[config.mk]
export PLATFORM = sky130hd
export DESIGN_NAME = uart_tx_fifo_flat
export DESIGN_NICKNAME = d
export VERILOG_FILES = /design/src/rtl/uart_pkg.sv /design/src/rtl/uart_tx_fifo_if.sv /design/src/rtl/uart_fifo_mem.sv /design/src/rtl/uart_tx_fifo.sv /design/src/flat_wrapper.sv
export SDC_FILE = /design/constraint.sdc
export NUM_CORES = 1
export LEC_CHECK = 0
export ABC_AREA = 1
export ABC_CLOCK_PERIOD_IN_PS = 1800
export CAP_MARGIN = 5
export CELL_PAD_IN_SITES_DETAIL_PLACEMENT = 0
export CELL_PAD_IN_SITES_GLOBAL_PLACEMENT = 2
export CORE_MARGIN = 5
export CORE_UTILIZATION = 35
export CTS_BUF_LIST = sky130_fd_sc_hd__clkbuf_4 sky130_fd_sc_hd__clkbuf_8 sky130_fd_sc_hd__clkbuf_16
export DETAILED_ROUTE_END_ITERATION = 16
export HOLD_SLACK_MARGIN = 0.05
export PLACE_DENSITY_LB_ADDON = 0.1
export SYNTH_ARGS = -nofsm -noshare
export SYNTH_HDL_FRONTEND = slang
export SYNTH_SLANG_ARGS = --single-unit
[constraint.sdc]
create_clock -name clk -period 1.8 [get_ports clk]
set_input_delay 0.54 -clock clk [delete_from_list [all_inputs] [get_ports clk]]
set_output_delay 0.54 -clock clk [all_outputs]
set_load 0.005 [all_outputs]
[src/rtl/uart_pkg.sv]
// Shared UART definitions: data width and the tx drain-FSM state encoding.
// Used by the transmitter, receiver and transmit FIFO.
package uart_pkg;

  localparam int UART_DATA_W = 8;

  typedef enum logic [1:0] {
    D_IDLE   = 2'd0,
    D_LAUNCH = 2'd1,
    D_WAIT   = 2'd2
  } drain_state_t;

endpackage

[src/rtl/uart_tx_fifo_if.sv]
// Bus-side and transmitter-side signals of the UART transmit FIFO.
// Overflow signals exist only with UART_TX_FIFO_OVERFLOW_EN defined.
interface uart_tx_fifo_if
  import uart_pkg::*;
#(
  parameter int DEPTH = 16
);

  localparam int ADDR_W = $clog2(DEPTH);

  logic [UART_DATA_W-1:0] wr_data;
  logic                   wr_en;
  logic                   flush;
  logic                   full;
  logic                   empty;
  logic [ADDR_W:0]        level;
  logic [UART_DATA_W-1:0] tx_din;
  logic                   tx_wr_en;
  logic                   tx_busy;
`ifdef UART_TX_FIFO_OVERFLOW_EN
  logic                   overflow;
  logic                   overflow_clr;
`endif

  modport master (
    output wr_data, wr_en, flush, tx_busy,
`ifdef UART_TX_FIFO_OVERFLOW_EN
    output overflow_clr,
    input  overflow,
`endif
    input  full, empty, level, tx_din, tx_wr_en
  );

  modport slave (
    input  wr_data, wr_en, flush, tx_busy,
`ifdef UART_TX_FIFO_OVERFLOW_EN
    input  overflow_clr,
    output overflow,
`endif
    output full, empty, level, tx_din, tx_wr_en
  );

endinterface

[src/rtl/uart_fifo_mem.sv]
// DEPTH x byte storage: synchronous write, asynchronous read.
// No reset on the array so it maps onto distributed RAM.
module uart_fifo_mem
  import uart_pkg::*;
#(
  parameter int DEPTH = 16
) (
  input  logic                         clk,
  input  logic                         we,
  input  logic [$clog2(DEPTH)-1:0]     waddr,
  input  logic [UART_DATA_W-1:0]       wdata,
  input  logic [$clog2(DEPTH)-1:0]     raddr,
  output logic [UART_DATA_W-1:0]       rdata
);

  logic [UART_DATA_W-1:0] mem [DEPTH];

  // write port
  always_ff @(posedge clk) begin
    if (we) mem[waddr] <= wdata;
  end

  assign rdata = mem[raddr];

endmodule

[src/rtl/uart_tx_fifo.sv]
// Transmit byte FIFO feeding the UART transmitter via wr_en/tx_busy.
// Optional sticky overflow flag: define UART_TX_FIFO_OVERFLOW_EN.
module uart_tx_fifo
  import uart_pkg::*;
#(
  parameter int DEPTH = 16
) (
  input  logic           clk,
  input  logic           reset_n,
  uart_tx_fifo_if.slave  bus
);

  localparam int ADDR_W = $clog2(DEPTH);
  localparam logic [ADDR_W:0] FULL_LVL = DEPTH[ADDR_W:0];

  logic [ADDR_W-1:0]      wr_ptr;
  logic [ADDR_W-1:0]      rd_ptr;
  logic [ADDR_W:0]        level;
  logic                   full;
  logic                   empty;
  logic                   push;
  logic                   pop;
  logic [UART_DATA_W-1:0] rd_data;
  logic [UART_DATA_W-1:0] tx_din_q;
  logic                   tx_wr_en_q;
  logic                   tx_wr_en_nx;
  drain_state_t           state;
  drain_state_t           state_nx;

  assign full  = (level == FULL_LVL);
  assign empty = (level == '0);
  assign push  = bus.wr_en && !full && !bus.flush;

  uart_fifo_mem #(
    .DEPTH (DEPTH)
  ) u_mem (
    .clk   (clk),
    .we    (push),
    .waddr (wr_ptr),
    .wdata (bus.wr_data),
    .raddr (rd_ptr),
    .rdata (rd_data)
  );

  // pointers and fill level; flush empties the queue
  always_ff @(posedge clk or negedge reset_n) begin
    if (!reset_n) begin
      wr_ptr <= '0;
      rd_ptr <= '0;
      level  <= '0;
    end else if (bus.flush) begin
      wr_ptr <= '0;
      rd_ptr <= '0;
      level  <= '0;
    end else begin
      if (push) wr_ptr <= wr_ptr + 1'b1;
      if (pop)  rd_ptr <= rd_ptr + 1'b1;
      if (push && !pop)
        level <= level + 1'b1;
      else if (pop && !push)
        level <= level - 1'b1;
    end
  end

  // drain state, launch strobe and presented byte
  always_ff @(posedge clk or negedge reset_n) begin
    if (!reset_n) begin
      state      <= D_IDLE;
      tx_wr_en_q <= 1'b0;
      tx_din_q   <= '0;
    end else begin
      state      <= state_nx;
      tx_wr_en_q <= tx_wr_en_nx;
      if (pop) tx_din_q <= rd_data;
    end
  end

  // drain next-state: launch one byte, then wait out the frame
  always_comb begin
    state_nx    = state;
    tx_wr_en_nx = 1'b0;
    pop         = 1'b0;
    unique case (state)
      D_IDLE: begin
        if (!empty && !bus.tx_busy && !bus.flush) begin
          pop         = 1'b1;
          tx_wr_en_nx = 1'b1;
          state_nx    = D_LAUNCH;
        end
      end
      D_LAUNCH: state_nx = D_WAIT;
      D_WAIT: begin
        if (!bus.tx_busy) state_nx = D_IDLE;
      end
      default: state_nx = D_IDLE;
    endcase
  end

  assign bus.full     = full;
  assign bus.empty    = empty;
  assign bus.level    = level;
  assign bus.tx_din   = tx_din_q;
  assign bus.tx_wr_en = tx_wr_en_q;

`ifdef UART_TX_FIFO_OVERFLOW_EN
  logic overflow_q;

  // sticky record of pushes dropped while full; set beats clear
  always_ff @(posedge clk or negedge reset_n) begin
    if (!reset_n)
      overflow_q <= 1'b0;
    else if (bus.wr_en && full)
      overflow_q <= 1'b1;
    else if (bus.overflow_clr)
      overflow_q <= 1'b0;
  end

  assign bus.overflow = overflow_q;
`endif

endmodule
[src/flat_wrapper.sv]
// flat-port wrapper written by rule: the top's interface ports become plain ports
module uart_tx_fifo_flat import uart_pkg::*;
#(
  parameter int DEPTH = 16
)
  (clk, reset_n, bus_wr_data, bus_wr_en, bus_flush, bus_tx_busy, bus_full, bus_empty, bus_level, bus_tx_din, bus_tx_wr_en);
  uart_tx_fifo_if #(.DEPTH(DEPTH)) bus_i ();
  input  logic clk;
  input  logic reset_n;
  input wire logic [$bits(bus_i.wr_data)-1:0] bus_wr_data;
  input wire logic [$bits(bus_i.wr_en)-1:0] bus_wr_en;
  input wire logic [$bits(bus_i.flush)-1:0] bus_flush;
  input wire logic [$bits(bus_i.tx_busy)-1:0] bus_tx_busy;
  output wire logic [$bits(bus_i.full)-1:0] bus_full;
  output wire logic [$bits(bus_i.empty)-1:0] bus_empty;
  output wire logic [$bits(bus_i.level)-1:0] bus_level;
  output wire logic [$bits(bus_i.tx_din)-1:0] bus_tx_din;
  output wire logic [$bits(bus_i.tx_wr_en)-1:0] bus_tx_wr_en;
  assign bus_i.wr_data = bus_wr_data;
  assign bus_i.wr_en = bus_wr_en;
  assign bus_i.flush = bus_flush;
  assign bus_i.tx_busy = bus_tx_busy;
  assign bus_full = bus_i.full;
  assign bus_empty = bus_i.empty;
  assign bus_level = bus_i.level;
  assign bus_tx_din = bus_i.tx_din;
  assign bus_tx_wr_en = bus_i.tx_wr_en;
  uart_tx_fifo #(.DEPTH(DEPTH)) u_core (.clk(clk), .reset_n(reset_n), .bus(bus_i));
endmodule
# == Word-level counts from Yosys, hierarchy flattened ==
# Memory sizes are Yosys's and may differ from the RTL's. A register that Yosys moved wholly into a read port is not among the register bits.
# Cells that the tools add are included.
# totals
input_bits,13
latchBits,0
n_memories,1
register_bits,16
romBits,0
output_inout_bits,16
mem_bits_rw,128
word_cells,48
# mem_list
name,words,word_bits,rd,rd_clocked_by_memory_dff,wr,line_no,text
u_core.u_mem.mem,16,8,1,1,1,uart_fifo_mem.sv:16,logic [UART_DATA_W-1:0] mem [DEPTH];
# op_classes
n_mux,14
n_mul,0
bitwise,0
magnitude_cmp,0
addsub,4
shift,0
n_reduce_logical,19
n_div,0
eq_ne,5
# ops
op,n
4-bit 2-to-1 mux,4
5-bit 2-to-1 mux,3
"4-bit by 1-bit adder with 4-bit output, second input constant",2
1-bit logical NOT,7
1-bit logical AND,6
2-bit one-hot mux with 3 select lines,1
"5-bit by 1-bit adder with 5-bit output, second input constant",1
"5-bit == test, second input constant",1
5-bit logical NOT,1
"5-bit by 1-bit subtractor with 5-bit output, second input constant",1
1-bit 2-to-1 mux,4
2-bit 2-to-1 mux,2
2-bit nonzero test,2
3-bit nonzero test,1
"2-bit by 1-bit == test with 1-bit output, second input constant",1
"2-bit == test, second input constant",1
2-bit logical NOT,1
"2-bit by 1-bit inequality test with 1-bit output, second input constant",1
"2-bit inequality test, second input constant",1
2-bit AND reduction,1

# == Longest topological paths before layout ==
# depth
ltp_word,10
ltp_mapped,15
mapped_depth_nobuf,15

# == Hierarchy ==
# Synthesis repeated with hierarchy kept, for this count alone.
# unflattened
cells_unflattened,686
area_unflattened_um2,6839.1
# by_module_without_submodules
module,seq_area_each_um2,n_inst,cells_each,area_each_um2
uart_fifo_mem,3843.7,1,543,5606.6
uart_tx_fifo,600.6,1,143,1232.4

# == Worst setup path before layout ==
# No wires, ideal clock.
# synth_path
path_type,reg2reg
start,"register u_core.level[0], in the netlist u_core.bus.level[0]"
end,"register u_core.level[4], in the netlist u_core.bus.level[4]"
t_arrival_ps,1872
path_stages_with_launch,15
path_buffers,0
setup_slack_ps,-189
t_required_ps,1684
setup_time_ps,116
period_less_slack_ps,1989
path_cell_list,dfrtp_1 -> nor2_1 -> nand3_2 -> nand2_4 -> nor2_4 -> nand2_4 -> fa_1 -> nand3_1 -> nand3_1 -> nand2_1 -> inv_1 -> nand2_1 -> nand2_1 -> nand2_1 -> nand2_1
# synth_via
elab_chain_cells,10
word_cells_on_any_way,20
cone_classes,add/sub (2); eq/ne (1); mux (5); reduce/logical (12)
# synth_rtl
element,line_no,text
start: declaration,uart_tx_fifo.sv:18,logic [ADDR_W:0] level;
start signal: assignment,uart_tx_fifo.sv:59,level <= level + 1'b1;
start signal: assignment,uart_tx_fifo.sv:61,level <= level - 1'b1;
5-bit logical NOT,uart_tx_fifo.sv:31,assign empty = (level == '0);
1-bit logical NOT,uart_tx_fifo.sv:85,if (!empty && !bus.tx_busy && !bus.flush) begin
1-bit logical AND (2 in a row),uart_tx_fifo.sv:85,
1-bit 2-to-1 mux,uart_tx_fifo.sv:85,
1-bit 2-to-1 mux,uart_tx_fifo.sv:83,unique case (state)
1-bit logical NOT,uart_tx_fifo.sv:58,if (push && !pop)
1-bit logical AND,uart_tx_fifo.sv:58,
5-bit 2-to-1 mux,uart_tx_fifo.sv:58,
5-bit 2-to-1 mux,uart_tx_fifo.sv:51,end else if (bus.flush) begin
# Parallel ways exist; a longest one is shown, timed or not. The select of a mux whose other input is x is not followed.
# A chain may end at the register's enable or synchronous reset.

# == Worst setup path after layout ==
# layout_path
start,input port bus_flush
end,"register u_core.level[3], in the netlist u_core.bus.level[3]"
# layout_via
elab_chain_cells,8
word_cells_on_any_way,12
cone_classes,mux (4); reduce/logical (8)
# layout_rtl
element,line_no,text
start: declaration,flat_wrapper.sv:12,input wire logic [$bits(bus_i.flush)-1:0] bus_flush;
1-bit logical NOT,"uart_tx_fifo.sv:32, uart_tx_fifo.sv:85",
1-bit logical AND,uart_tx_fifo.sv:85,
1-bit 2-to-1 mux,uart_tx_fifo.sv:85,
1-bit 2-to-1 mux,uart_tx_fifo.sv:83,
1-bit logical NOT,uart_tx_fifo.sv:58,
1-bit logical AND,uart_tx_fifo.sv:58,
5-bit 2-to-1 mux,uart_tx_fifo.sv:58,
5-bit 2-to-1 mux,uart_tx_fifo.sv:51,
# Parallel ways exist; a longest one is shown, timed or not.

==> results by group <==
Status
  • Status: finished with violations
  • Failing checks: setup timing

STA
  • Final setup TNS: -6.23 ns
  • Slew Limit Fails: 0
  • Least-Margin Pin Slew: 0.403 ns
  • RSZ-0062 raised after global routing: true
  • Final critical-path share of the clock period: 110%
  • Final worst clock skew: about 0.0056 ns
  • Fin worst setup slack: -0.182 ns
  • Min Tclk post-route: roughly 2 ns
  • Final setup fails: 102
  • Worst relative slew slack: 73.0%
  • Final hold vios: 0
  • Maximum clock rate: 505 MHz
  • Hold_ws: 0.477 ns

Finish
  • NumNets Final: between 600 and 700
  • Commonest non-fill, non-tap cell in the layout: edfxtp_1
  • Final Instance Count excl. Fillers: a little over 900
  • Core Util, Final: 46.2%
  • Commonest non-fill, non-tap cells in the layout: edfxtp_1, nand2_1, nor2_1, nand3_1, buf_4
  • Antenna fix cells: 0
  • Area grow syn2layout: 28.8%
  • Finished Cell Area: 8380 µm²
  • Share of cells above drive strength 1: 23.1%

Routing
  • First-pass iteration count of the detailed router: 4
  • Via density: 4.85
  • DRC viols: 0
  • Routed wire length: 16900 µm
  • Via count: approximately 4.5k
  • Final ANT Viol Nets: 0
  • Initial drt markers: 231
  • Routed wire length per instance: 18.4 µm

Worst setup path
  • Critical path arrival: 2.29 ns
  • CP Max Fanout: 5
  • WS Path Type: primary input to flop
  • Req. time, crit path: approximately 2.1 ns
  • RR Endpoint: u_core.bus.level[3]
  • Crit end category: flop
  • Reg-to-reg slack, setup: -0.15 ns
  • Crit path launch type: primary input
  • R2r worst-path depth: 14
  • Critical R2R Launch: u_core.bus.level[1]

Synth
  • Post-synth ARST share: 15.8%
  • Flop and latch count out of synthesis: 152
  • Post-synth top flop: edfxtp_1
  • Library cells used by synthesis: 31
  • Mapped Avg Cell Area: 11.0 µm²
  • Sequential share of the synthesized area: 68.3%
  • Cell Area, Synth: 6510 µm²
  • Post-Synthesis Cells: roughly 590
  • Post-synth EDFFs: 128
  • Post-Syn Nets: 612
  • Yosys warning total: 0

Place
  • Place WS: -0.598 ns
  • Placed instance area: 7480 µm²
  • I/O Buffers: 28
  • Cells after DPL: 876
  • DP HPWL: about 11000 µm
  • GP Congestion: approximately 0.8

Floorplanning
  • Die area: around 21000 µm²
  • Die H: approximately 150 µm
  • Area of the core: 18100 µm²
  • # IOs: 29
  • Initial Util: between 30% and 40%
  • Die X-Extent: 146 µm
  • Site Rows: 49

Power and ir drop
  • Power consumption: 11.2 mW
  • Pwr per Cell Area: 1330 nW/µm²
  • Lkg Pwr: 3.20 nW
  • Maximum vdd ir drop: 0.000944 V

Hold path
  • HP Class: flop to flop
  • Worst Hold Depth: 2
  • Hold Startpoint: u_core.bus.tx_din[4]
  • Hold Path End: u_core.bus.tx_din[4]

Clocking
  • CTS buffer count: 17
  • CTS tree: built
  • CTS Hold Bufs: 0
  • Clock tree buffer depth: 2
  • Total clock sinks: between 150 and 200
  • Clk root buf: clkbuf_16
  • Clk_lat worst skew: 0.42 ns
  • CTS clk-pin slew, worst paths: 0.06 ns
  • H-tree depth: 4

Global route
  • Total global-route track usage: ~16%
  • Initial antenna violation count: 0
  • Total gr overflow: 0
  • Vias in the first global route: 4433
  • First-pass GRT wire length: 25800 µm
  • Pin count of the biggest net entering global routing: 55

Run
  • Max cap viols: 0
==> flip-flops by register name, indices dropped and copies added (netlist names) <==
register / count
u_core.bus.tx_din: 8
u_core.u_mem.mem: 128
u_core.state: 2
u_core.rd_ptr: 4
u_core.wr_ptr: 4
u_core.bus.level: 5
u_core.bus.tx_wr_en: 1
==> synth_stat cells (2+ instances only) <==
| cell | count | area share, % |
|---|---|---|
| nor2_4 | 2 | 0.35 |
| nand2_1 | 127 | 7.3 |
| buf_2 | 10 | 0.77 |
| o21ai_0 | 30 | 2.3 |
| inv_4 | 2 | 0.19 |
| o21ai_2 | 3 | 0.40 |
| buf_4 | 7 | 0.81 |
| buf_1 | 2 | 0.12 |
| nor2_1 | 116 | 6.7 |
| nand2_4 | 6 | 1.0 |
| nand2_2 | 2 | 0.19 |
| inv_2 | 3 | 0.17 |
| clkinv_1 | 2 | 0.12 |
| a21oi_1 | 4 | 0.31 |
| dfrtp_1 | 24 | 9.2 |
| ha_1 | 9 | 1.7 |
| edfxtp_1 | 128 | 59 |
| xnor2_1 | 2 | 0.27 |
| nand3_1 | 57 | 4.4 |
| buf_6 | 3 | 0.52 |
| clkbuf_1 | 5 | 0.29 |
| o21ai_1 | 25 | 1.9 |
| inv_1 | 12 | 0.69 |
==> area by class of cell <==
cell class | count | area, µm²
Fill cell | 1715 | 9770
Sequential cell | 152 | 4450
Multi-Input combinational cell | 391 | 2080
Timing Repair Buffer | 95 | 917
Clock buffer | 19 | 440
Tap cell | 229 | 287
Clock inverter | 13 | 130
Inverter | 19 | 76.3
==> kinds of logic after synthesis <==
| logic type | share of synthesized area (%) |
|---|---|
| simple gates | 20.3 |
| xor+xnor | 0.404 |
| flops | 68.3 |
| fa+ha+maj | 2.04 |
| buf+inv | 3.67 |
| compound gates | 5.29 |
==> worst max-delay path: stages <==
cell	delay, ns
clkdlybuf4s50_1	0.48
buf_4	0.19
nor2_4	0.16
nand2_8	0.09
buf_6	0.13
buf_6	0.12
ha_4	0.15
a21oi_2	0.13
nand2_2	0.08
xnor2_2	0.16
o21ai_2	0.06
==> layer usage <==
layer | GRT usage (%) | wire [µm] | part of all wire (%) | up-vias
met5 | 0 | 0 | 0 | -
met4 | 4.14 | 188 | 1.1 | 0
met3 | 3.53 | 537 | 3.2 | 11
met2 | 27.3 | 8570 | 51 | 88
met1 | 20.8 | 7600 | 45 | 2174
li1 | - | - | - | 2182
==> power breakdown <==
| part | leakage (nW) | internal, mW | switching [mW] |
|---|---|---|---|
| registers | 1.46 | 4.04 | 0.145 |
| clock network | 0.271 | 2.06 | 1.40 |
| logic | 1.47 | 1.61 | 1.93 |
==> timing repair <==
action                     CTS  global route
setup endpoints to repair  115           138
gates resized for setup     76            20
hold endpoints to repair     0             0
buffers inserted            12             4
pin swaps                   16             7
==> how the worst max path moves through the flow <==
stage                        startpoint             endpoint  slack, ns
floorplan           u_core.bus.level[0]  u_core.bus.level[4]      -0.07
global placement              bus_flush  u_core.bus.level[4]      -0.59
detailed placement            bus_flush  u_core.bus.level[3]      -0.60
CTS                 u_core.bus.level[1]  u_core.bus.level[4]      -0.17
global route        u_core.bus.level[1]  u_core.bus.level[4]      -0.27
finish                        bus_flush  u_core.bus.level[3]      -0.18
Note: power is estimated with default switching activity, not from simulation.
